===== src/rtl/count_arbiter.sv =====
// Two-requester round-robin arbiter that grants one shared interval counter.
// A grant runs the counter from 0 to the winner's latched length, then pulses done for one cycle.
module count_arbiter #(
  parameter int CW = 5
) (
  input  logic          clk,
  input  logic          rst_n,
  input  logic [1:0]    req,
  input  logic [CW-1:0] len0,
  input  logic [CW-1:0] len1,
  output logic [1:0]    gnt,
  output logic [CW-1:0] count,
  output logic          busy,
  output logic [1:0]    done
);

  typedef enum logic [1:0] {
    IDLE = 2'd0,
    RUN  = 2'd1,
    DONE = 2'd2
  } state_t;

  localparam logic [CW-1:0] ONE = {{(CW-1){1'b0}}, 1'b1};

  state_t        state_q;
  logic [1:0]    gnt_q;
  logic [1:0]    done_q;
  logic [CW-1:0] count_q;
  logic [CW-1:0] limit_q;
  logic          ptr_q;
  logic          owner_q;

  logic          owner_d;
  logic [CW-1:0] limit_d;
  logic          owner_req;

  // With both requesting the pointer decides; otherwise req[1] alone identifies the sole requester.
  always_comb begin
    owner_d   = (req == 2'b11) ? ptr_q : req[1];
    limit_d   = owner_d ? len1 : len0;
    owner_req = req[owner_q];
  end

  always_ff @(posedge clk or negedge rst_n) begin
    if (!rst_n) begin
      state_q <= IDLE;
      gnt_q   <= 2'b00;
      done_q  <= 2'b00;
      count_q <= '0;
      limit_q <= '0;
      ptr_q   <= 1'b0;
      owner_q <= 1'b0;
    end else begin
      case (state_q)
        IDLE: begin
          done_q <= 2'b00;
          if (req != 2'b00) begin
            state_q <= RUN;
            owner_q <= owner_d;
            gnt_q   <= owner_d ? 2'b10 : 2'b01;
            count_q <= '0;
            limit_q <= limit_d;
          end
        end
        RUN: begin
          // A dropped request wins over reaching the terminal count.
          if (!owner_req) begin
            state_q <= IDLE;
            gnt_q   <= 2'b00;
            count_q <= '0;
            ptr_q   <= ~owner_q;
          end else if (count_q == limit_q) begin
            state_q <= DONE;
            gnt_q   <= 2'b00;
            done_q  <= gnt_q;
            ptr_q   <= ~owner_q;
          end else begin
            count_q <= count_q + ONE;
          end
        end
        DONE: begin
          state_q <= IDLE;
          done_q  <= 2'b00;
          count_q <= '0;
        end
        default: begin
          state_q <= IDLE;
          gnt_q   <= 2'b00;
          done_q  <= 2'b00;
          count_q <= '0;
        end
      endcase
    end
  end

  assign gnt   = gnt_q;
  assign done  = done_q;
  assign count = count_q;
  assign busy  = (state_q != IDLE);

endmodule


===== config.mk =====
export PLATFORM = sky130hd
export DESIGN_NAME = count_arbiter
export DESIGN_NICKNAME = d
export VERILOG_FILES = /design/src/rtl/count_arbiter.sv
export SDC_FILE = /design/constraint.sdc
export NUM_CORES = 1
export LEC_CHECK = 0
export BUFFER_PORTS_ARGS = -buffer_cell sky130_fd_sc_hd__buf_2
export CORE_MARGIN = 5
export CORE_UTILIZATION = 50
export CTS_CLUSTER_SIZE = 20
export DETAILED_ROUTE_END_ITERATION = 10
export GPL_ROUTABILITY_DRIVEN = 0
export PLACE_DENSITY = 0.76
export SLEW_MARGIN = 40
export SYNTH_ARGS = -nofsm -noshare
export SYNTH_HDL_FRONTEND = slang
export SYNTH_SLANG_ARGS = --single-unit

===== constraint.sdc =====
create_clock -name clk -period 2.1 [get_ports clk]
set_input_delay 0.42 -clock clk [delete_from_list [all_inputs] [get_ports clk]]
set_output_delay 0.42 -clock clk [all_outputs]
set_load 0.05 [all_outputs]

==> flow_metrics.env, run 1 <==
export IMPL_hold_path_class="input port to asynchronous set/reset pin"
export IMPL_ir_drop_v=0.000753
export IMPL_worst_slew_pin_slew_ns=0.479
export IMPL_clk_latency_ns=0.29
export IMPL_slowest_delay_ns=0.47
export IMPL_ys_types=26
export IMPL_finalNonFillerCells=146
export IMPL_htree_levels=1
export IMPL_setup_violations=0
export IMPL_status="finished, final reports clean"
export IMPL_fmax_mhz=588
export IMPL_worst_setup_path_start_kind="flop"
export IMPL_critPathArrivalTime_ns=1.94
export IMPL_finalWorstSetupSlack_ns=0.399
export IMPL_swShare=0.452
export IMPL_place_inst=142
export IMPL_maxSlewViolCount=0
export IMPL_wl_um=1910
export IMPL_drc=0
export IMPL_slew_headroom=0.681
export IMPL_final_common_cell="buf_2"
export IMPL_p_int_mw=0.798
export IMPL_syn_nets=109
export IMPL_grt_pass1_vias=789
export IMPL_via_per_inst=5.43
export IMPL_switchingPower_mw=0.660
export IMPL_fin_skew_ns=0.00569
export IMPL_clock_sinks=18
export IMPL_drive_gt1_frac=0.273
export IMPL_pre_cts_slack_ns=0.450
export IMPL_cp_slowest_cell="dfrtp_1"
export IMPL_diodes=0
export IMPL_critPathMaxFanout=7
export IMPL_stdcell_area_um2=1110
export IMPL_root_buffer="clkbuf_4"
export IMPL_die_y_um=53.0
export IMPL_path_clk_slew_ns=0.11
export IMPL_yosysWarnings=0
export IMPL_io_pins=24
export IMPL_path_class="flop to flop"
export IMPL_antenna_found_initial=0
export IMPL_p_leak_nw=0.581
export IMPL_synth_area_um2=926
export IMPL_seq_area_frac_synth=0.486
export IMPL_synthCells=94
export IMPL_placed_area_um2=1080
export IMPL_gr_usage_all_layers=0.159
export IMPL_io_buffers=23
export IMPL_nNetsFinal=137
export IMPL_wl_per_cell_um=13.1
export IMPL_ys_ff_latch=18
export IMPL_cap_violations=0
export IMPL_die_area_um2=2810
export IMPL_pwr_share_clk=0.147
export IMPL_area_growth_pct=20.1
export IMPL_combPwrFrac=0.467
export IMPL_fin_crit_sh=0.810
export IMPL_hold_violations=0
export IMPL_power_density_nw_per_um2=1310
export IMPL_firstDrtPassIters=4
export IMPL_avgSynthCellArea_um2=9.85
export IMPL_cts_buffers=3
export IMPL_end_kind="flop"
export IMPL_die_w_um=53.0
export IMPL_dp_hpwl_um=1460
export IMPL_ant_nets=0
export IMPL_initial_utilization=0.530
export IMPL_whs_ns=0.0326
export IMPL_final_cell_mix="buf_2, dfrtp_1, nand2_1"
export IMPL_finalSetupTns_ns=0
export IMPL_rsz0062_at_grt="no"
export IMPL_grt_pass1_wl_um=3330
export IMPL_hold_buffers=0
export IMPL_path_cells="xor2_1 > nor3_1 > nand2_1 > o21ai_0 > mux2_2"
export IMPL_cts_tree="yes"
export IMPL_coreArea_um2=1750
export IMPL_drt_iter0_drc=21
export IMPL_vias=793
export IMPL_sequentialPowerShare=0.386
export IMPL_grt_max_degree=19
export IMPL_post_cts_buffers=0
export IMPL_rows=15
export IMPL_post_cts_resized=0
export IMPL_grt_ovfl_total=0
export IMPL_crit_required_ns=2.34
export IMPL_ctsLongestPathBuffers=2
export IMPL_period_minus_slack_ns=1.70
[path summary, 6_finish.rpt]
check | startpoint | to | slack, ns | cells past startpoint
worst max-delay path | count[2] | count[0] | 0.40 | 5
worst min-delay path | rst_n | done[1] | 0.03 | 1
worst max register to register | count[2] | count[0] | 0.40 | 5
worst min register to register | state_q[0] | gnt[1] | 0.50 | 1
max in group asynchronous | rst_n | limit_q[3] | 1.78 | 1
min in group clk | len1[1] | limit_q[1] | 0.41 | 3
[power groups by stage]
stage | combinational [mW] | sequential, mW | clock [mW]
floorplan | 0.404 | 0.671 | 0
global placement | 0.662 | 0.565 | 0
detailed placement | 0.675 | 0.568 | 0
CTS | 0.678 | 0.562 | 0.222
global route | 0.753 | 0.578 | 0.229
finish | 0.681 | 0.562 | 0.215
[worst max-delay path, delay by kind of cell, from the launching register on]
| kind | cells | cell delay [ns] |
|---|---|---|
| simple gates | 2 | 0.50 |
| flops | 1 | 0.47 |
| compound gates | 1 | 0.29 |
| mux | 1 | 0.21 |
| xor+xnor | 1 | 0.17 |
[cell families after synthesis]
logic type / Yosys count / synth area share
AO/OA/AOI/OAI: 24 / 0.164
XOR/XNOR: 5 / 0.0473
adder cells (fa/ha/maj): 1 / 0.0135
buffers and inverters: 4 / 0.0162
flip-flops: 18 / 0.486
multiplexers: 10 / 0.109
AND/OR/NAND/NOR: 32 / 0.164
[cells in the mapped netlist]
| cell type | count | share of area |
|---|---|---|
| inv_1 | 3 | 0.012 |
| mux2i_1 | 9 | 0.097 |
| a21oi_1 | 2 | 0.011 |
| o21a_1 | 1 | 0.0081 |
| o21ai_2 | 1 | 0.0095 |
| o21bai_1 | 1 | 0.0081 |
| a211o_2 | 1 | 0.011 |
| nand3_1 | 3 | 0.016 |
| mux2_2 | 1 | 0.012 |
| a22o_1 | 2 | 0.019 |
| and2_4 | 1 | 0.0095 |
| and2b_1 | 1 | 0.0081 |
| nor2b_1 | 1 | 0.0068 |
| clkbuf_1 | 1 | 0.0041 |
| dfrtp_1 | 18 | 0.49 |
| nand2_1 | 14 | 0.057 |
| xor2_1 | 5 | 0.047 |
| nor3_1 | 2 | 0.011 |
| or4_1 | 1 | 0.0081 |
| nor4b_1 | 1 | 0.0095 |
| o2bb2ai_1 | 2 | 0.019 |
| o21ai_0 | 13 | 0.070 |
| ha_1 | 1 | 0.014 |
| nor2_1 | 7 | 0.028 |
| nand2b_2 | 1 | 0.0095 |
| o211ai_1 | 1 | 0.0081 |
[flip-flops by register name, summed over array words and instances (netlist names)]
signal / cells
ptr_q: 1
gnt: 2
done: 2
limit_q: 5
owner_q: 1
count: 5
state_q: 2
[layout make-up]
cell class / count / area (um2)
Inverter: 3 / 11.3
Fill cell: 148 / 633
Tap cell: 25 / 31.3
Timing Repair Buffer: 24 / 123
Multi-Input combinational cell: 72 / 460
Clock buffer: 4 / 36.3
Sequential cell: 18 / 450
[metal layers]
layer  wire length [um]  vias to the layer above  track usage  share of wire
li1                   -                      384            -              -
met1                844                      360        0.199           0.44
met2                888                       45        0.244           0.46
met3                154                        4       0.0423          0.080
met4                 26                        0       0.0936          0.014
met5                  0                        -            0              0
[per-stage QoR]
stage / utilization / total power [mW]
2_1_floorplan: - / 1.08
3_3_place_gp: 0.616 / 1.23
3_5_place_dp: 0.616 / 1.24
4_1_cts: 0.637 / 1.46
5_1_grt: 0.637 / 1.56
6_report: 0.637 / 1.46
Power figures use the tool's default switching activity.
==> run 2: changes to the inputs <==
- CORE_UTILIZATION: 50 -> 45
- PLACE_DENSITY: 0.76 -> 0.72
- clock period: 2.1 -> 1.4 ns (I/O delays scaled with it)
==> flow_metrics.env, run 2 (same netlist as run 1, synthesis figures left out) <==
export IMPL_antenna_found_initial=0
export IMPL_worst_r2r_startpoint="count[0]"
export IMPL_wl_met3_um=103
export IMPL_initial_utilization=0.472
export IMPL_clock_sinks=18
export IMPL_hold_violations=0
export IMPL_drc=0
export IMPL_path_cells="xor2_1 > nor3_2 > and2_4 > nor4b_1 > a211o_2"
export IMPL_area_growth_pct=46.2
export IMPL_path_clk_slew_ns=0.10
export IMPL_io_pins=24
export IMPL_placed_area_um2=1210
export IMPL_wl_um=2450
export IMPL_min_delay_worst_endpoint="limit_q[1]"
export IMPL_end_kind="flop"
export IMPL_rsz0062_at_grt="yes"
export IMPL_ant_nets=0
export IMPL_path_class="flop to flop"
export IMPL_slew_headroom=0.729
export IMPL_wl_met1_um=1090
export IMPL_final_common_cell="buf_2"
export IMPL_period_minus_slack_ns=1.49
export IMPL_r2r_worst_path_cells=5
export IMPL_wl_met2_um=1240
export IMPL_worst_slew_pin_slew_ns=0.406
export IMPL_multi_input_area_um2=503
export IMPL_drt_iter0_drc=13
export IMPL_finalNonFillerCells=170
export IMPL_via_per_inst=5.18
export IMPL_cts_tree="yes"
export IMPL_io_buffers=23
export IMPL_crit_required_ns=1.59
export IMPL_diodes=0
export IMPL_finalSetupTns_ns=-0.479
export IMPL_worst_setup_path_start_kind="flop"
export IMPL_maxSlewViolCount=0
export IMPL_critPathMaxFanout=6
export IMPL_gr_usage_all_layers=0.151
export IMPL_finalWorstSetupSlack_ns=-0.0929
export IMPL_highest_layer="met4"
export IMPL_grt_pass1_wl_um=3810
export IMPL_coreArea_um2=1960
export IMPL_regToRegSetupSlack_ns=-0.09
export IMPL_fillers=162
export IMPL_violations="setup timing"
export IMPL_place_inst=158
export IMPL_nNetsFinal=159
export IMPL_final_cell_mix="buf_2, buf_4, nand2_1, dfrtp_1, o21ai_0"
export IMPL_die_w_um=55.4
export IMPL_clk_latency_ns=0.29
export IMPL_hold_path_class="input port to flop"
export IMPL_grt_pass1_vias=858
export IMPL_ctsLongestPathBuffers=2
export IMPL_die_y_um=55.4
export IMPL_min_path_cells=3
export IMPL_stdcell_area_um2=1350
export IMPL_setup_violations=8
export IMPL_power_density_nw_per_um2=1970
export IMPL_rows=16
export IMPL_dp_hpwl_um=1700
export IMPL_die_area_um2=3060
export IMPL_critPathArrivalTime_ns=1.68
export IMPL_fin_crit_sh=1.07
export IMPL_root_buffer="clkbuf_4"
export IMPL_p_leak_nw=0.695
export IMPL_fin_skew_ns=0.00228
export IMPL_ir_drop_v=0.00121
export IMPL_status="finished, violations left"
export IMPL_slowest_delay_ns=0.44
export IMPL_rr_endpoint="count[2]"
export IMPL_grt_ovfl_total=0
export IMPL_cap_violations=0
export IMPL_wl_per_cell_um=14.4
export IMPL_firstDrtPassIters=4
export IMPL_cts_buffers=3
export IMPL_fmax_mhz=670
export IMPL_register_area_um2=457
export IMPL_whs_ns=0.272
export IMPL_grt_max_degree=19
export IMPL_htree_levels=1
export IMPL_cp_slowest_cell="dfrtp_2"
export IMPL_vias=880
export IMPL_drive_gt1_frac=0.462
export IMPL_hold_path_startpoint="len1[1]"
==> run 2: per-stage QoR <==
stage          utilization  setup slack (ns)  power (mW)
6_report             0.690           -0.0929        2.67
5_1_grt              0.690            -0.155        2.82
4_1_cts              0.656           -0.0595        2.49
3_5_place_dp         0.617            -0.118        2.08
3_3_place_gp         0.617          -0.00678        2.04
2_1_floorplan            -            -0.156        1.64
==> run 2: critical path, delay by kind of cell, from the launching register on <==
kind	cells	cell delay [ns]
compound gates	1	0.26
flops	1	0.44
simple gates	3	0.55
xor+xnor	1	0.15
==> run 2: routing by layer <==
layer  global-route usage  vias to the layer above
met2                0.247                       24
li1                     -                      430
met4               0.0625                        0
met1                0.201                      424
met5                    0                        -
met3               0.0210                        2
==> run 2: repair_timing <==
item | in CTS | in global routing
pin swaps | 0 | 2
endpoints found under the hold margin | 18 | 0
setup endpoints to repair | 10 | 12
resized for setup | 11 | 7
hold buffers | 1 | 0
buffers inserted | 1 | 6
==> run 2: area by class of cell <==
| cell class | count | area share |
|---|---|---|
| clock buffer | 4 | 0.0194 |
| inverter | 3 | 0.00832 |
| multi-input combinational | 72 | 0.372 |
| sequential | 18 | 0.337 |
| tap | 27 | 0.0250 |
| timing repair buffer | 46 | 0.238 |
==> run 2: worst max path at each step <==
stage | startpoint | endpoint | slack, ns
floorplan | count[2] | count[0] | -0.16
global placement | count[2] | count[0] | -0.007
detailed placement | limit_q[1] | count[0] | -0.12
CTS | state_q[0] | busy | -0.06
global route | count[0] | count[2] | -0.15
finish | count[0] | count[2] | -0.09
==> run 2: power breakdown <==
group	leakage, nW	internal [mW]	total [mW]	switching, mW
clock network	0.0150	0.111	0.271	0.160
logic	0.456	0.688	1.57	0.880
registers	0.224	0.696	0.834	0.138
==> run 3: changes to the inputs <==
- ABC_AREA: unset -> 1
- CORE_UTILIZATION: 45 -> 47
- PLACE_DENSITY: 0.72 -> 0.74
==> flow_metrics.env, run 3 <==
export IMPL_grt_pass1_vias=932
export IMPL_vias=937
export IMPL_slowest_delay_ns=0.44
export IMPL_ant_nets=0
export IMPL_finalSetupTns_ns=0
export IMPL_coreArea_um2=2190
export IMPL_root_buffer="clkbuf_4"
export IMPL_rsz0062_at_grt="yes"
export IMPL_ys_ff_latch=18
export IMPL_synth_most_common_cell="nand2_1"
export IMPL_drt_iter0_drc=20
export IMPL_power_density_nw_per_um2=2030
export IMPL_path_class="flop to primary output"
export IMPL_dp_hpwl_um=1810
export IMPL_antenna_found_initial=0
export IMPL_finalWorstSetupSlack_ns=0.00774
export IMPL_grt_max_degree=19
export IMPL_drive_gt1_frac=0.378
export IMPL_clk_latency_ns=0.29
export IMPL_nNetsFinal=180
export IMPL_ctsLongestPathBuffers=2
export IMPL_cts_buffers=3
export IMPL_final_cell_mix="nand2_1, buf_2, dfrtp_1"
export IMPL_cp_slowest_cell="dfrtp_1"
export IMPL_wl_um=2290
export IMPL_path_cells="nor2_4 > inv_2 > buf_6"
export IMPL_path_clk_slew_ns=0.11
export IMPL_seq_area_frac_synth=0.426
export IMPL_post_synth_top_area_cell="dfrtp_1"
export IMPL_cts_tree="yes"
export IMPL_firstDrtPassIters=4
export IMPL_synthTopCellsByCount="nand2_1, dfrtp_1, nand3_1"
export IMPL_synthArstFlopShare=1.00
export IMPL_worst_setup_path_start_kind="flop"
export IMPL_final_util=0.599
export IMPL_wl_per_cell_um=11.9
export IMPL_setup_violations=0
export IMPL_grt_pass1_wl_um=3970
export IMPL_cap_violations=0
export IMPL_hold_violations=0
export IMPL_status="finished, final reports clean"
export IMPL_synth_edf_count=0
export IMPL_die_area_um2=3300
export IMPL_period_minus_slack_ns=1.39
export IMPL_grt_ovfl_total=0
export IMPL_die_y_um=57.5
export IMPL_final_common_cell="nand2_1"
export IMPL_finalNonFillerCells=192
export IMPL_rows=17
export IMPL_via_per_inst=4.88
export IMPL_drc=0
export IMPL_crit_required_ns=1.12
export IMPL_avgSynthCellArea_um2=8.02
export IMPL_yosysWarnings=0
export IMPL_gr_usage_all_layers=0.152
export IMPL_fmax_mhz=718
export IMPL_ir_drop_v=0.00133
export IMPL_diodes=0
export IMPL_worst_slew_pin_slew_ns=0.417
export IMPL_die_w_um=57.5
export IMPL_synth_flop_cell="dfrtp_1"
export IMPL_fin_crit_sh=0.994
export IMPL_ys_top_cells_by_area="dfrtp_1, nand2_1, nand3_1"
export IMPL_synthCells=132
export IMPL_critPathMaxFanout=3
export IMPL_area_growth_pct=23.9
export IMPL_pre_cts_slack_ns=0.117
export IMPL_p_leak_nw=0.710
export IMPL_initial_utilization=0.483
export IMPL_fillers=208
export IMPL_maxSlewViolCount=0
export IMPL_fin_skew_ns=0.00350
export IMPL_io_buffers=23
export IMPL_path_buf_inv=2
export IMPL_total_power_mw=2.67
export IMPL_clock_sinks=18
export IMPL_synth_area_um2=1060
export IMPL_synth_top_area_frac=0.426
export IMPL_whs_ns=0.246
export IMPL_stdcell_area_um2=1310
export IMPL_hold_path_class="input port to flop"
export IMPL_placed_area_um2=1230
export IMPL_ys_types=25
export IMPL_io_pins=24
export IMPL_end_kind="primary output"
export IMPL_syn_nets=147
export IMPL_cp_top_family="flip-flops"
export IMPL_slew_headroom=0.722
export IMPL_place_inst=185
export IMPL_critPathArrivalTime_ns=1.11
export IMPL_htree_levels=1
[run 3: area by class of cell]
| type | count | area (um2) | area share |
|---|---|---|---|
| Multi-Input combinational cell | 95 | 536 | 0.408 |
| Sequential cell | 18 | 455 | 0.347 |
| Timing Repair Buffer | 29 | 181 | 0.138 |
| Inverter | 18 | 67.6 | 0.0515 |
| Clock buffer | 4 | 36.3 | 0.0277 |
| Tap cell | 28 | 35.0 | 0.0267 |
[run 3: per-layer routing]
layer  wire length (um)  track usage
met5                  0            0
met4                 12       0.0596
met3                119       0.0362
met2               1120        0.250
met1               1030        0.192
[run 3: timing repair]
item,in CTS,in global routing
gates cloned,0,0
hold buffers,1,0
resized for setup,2,5
setup buffers,1,1
endpoints found under the hold margin,18,0
setup endpoints to repair,2,3
pin swaps,0,1
[run 3: power breakdown]
| part | internal, mW | switching [mW] |
|---|---|---|
| registers | 0.705 | 0.158 |
| logic | 0.505 | 0.977 |
| clock network | 0.158 | 0.164 |
[run 3: final timing paths]
kind                            start    endpoint  slack, ns  depth (start not counted)
max                        state_q[1]        busy      0.008                          3
min                           len1[0]  limit_q[0]       0.25                          3
max reg2reg                  count[3]      gnt[0]       0.10                          8
min reg2reg                   done[1]     done[1]       0.51                          2
max in group asynchronous       rst_n    count[1]       0.64                          2
min in group asynchronous       rst_n      gnt[0]       0.44                          2
[run 3: cell families after synthesis]
group,after synthesis,share of synthesized area
AND/OR/NAND/NOR,77,0.382
buffers and inverters,19,0.0709
flip-flops,18,0.426
AO/OA/AOI/OAI,14,0.0780
XOR/XNOR,3,0.0319
adder cells (fa/ha/maj),1,0.0118
[run 3: worst reg2reg max path, delay by kind of cell (launching register included)]
family        cells  cell delay [ns]
flops             1             0.46
simple gates      8             0.76
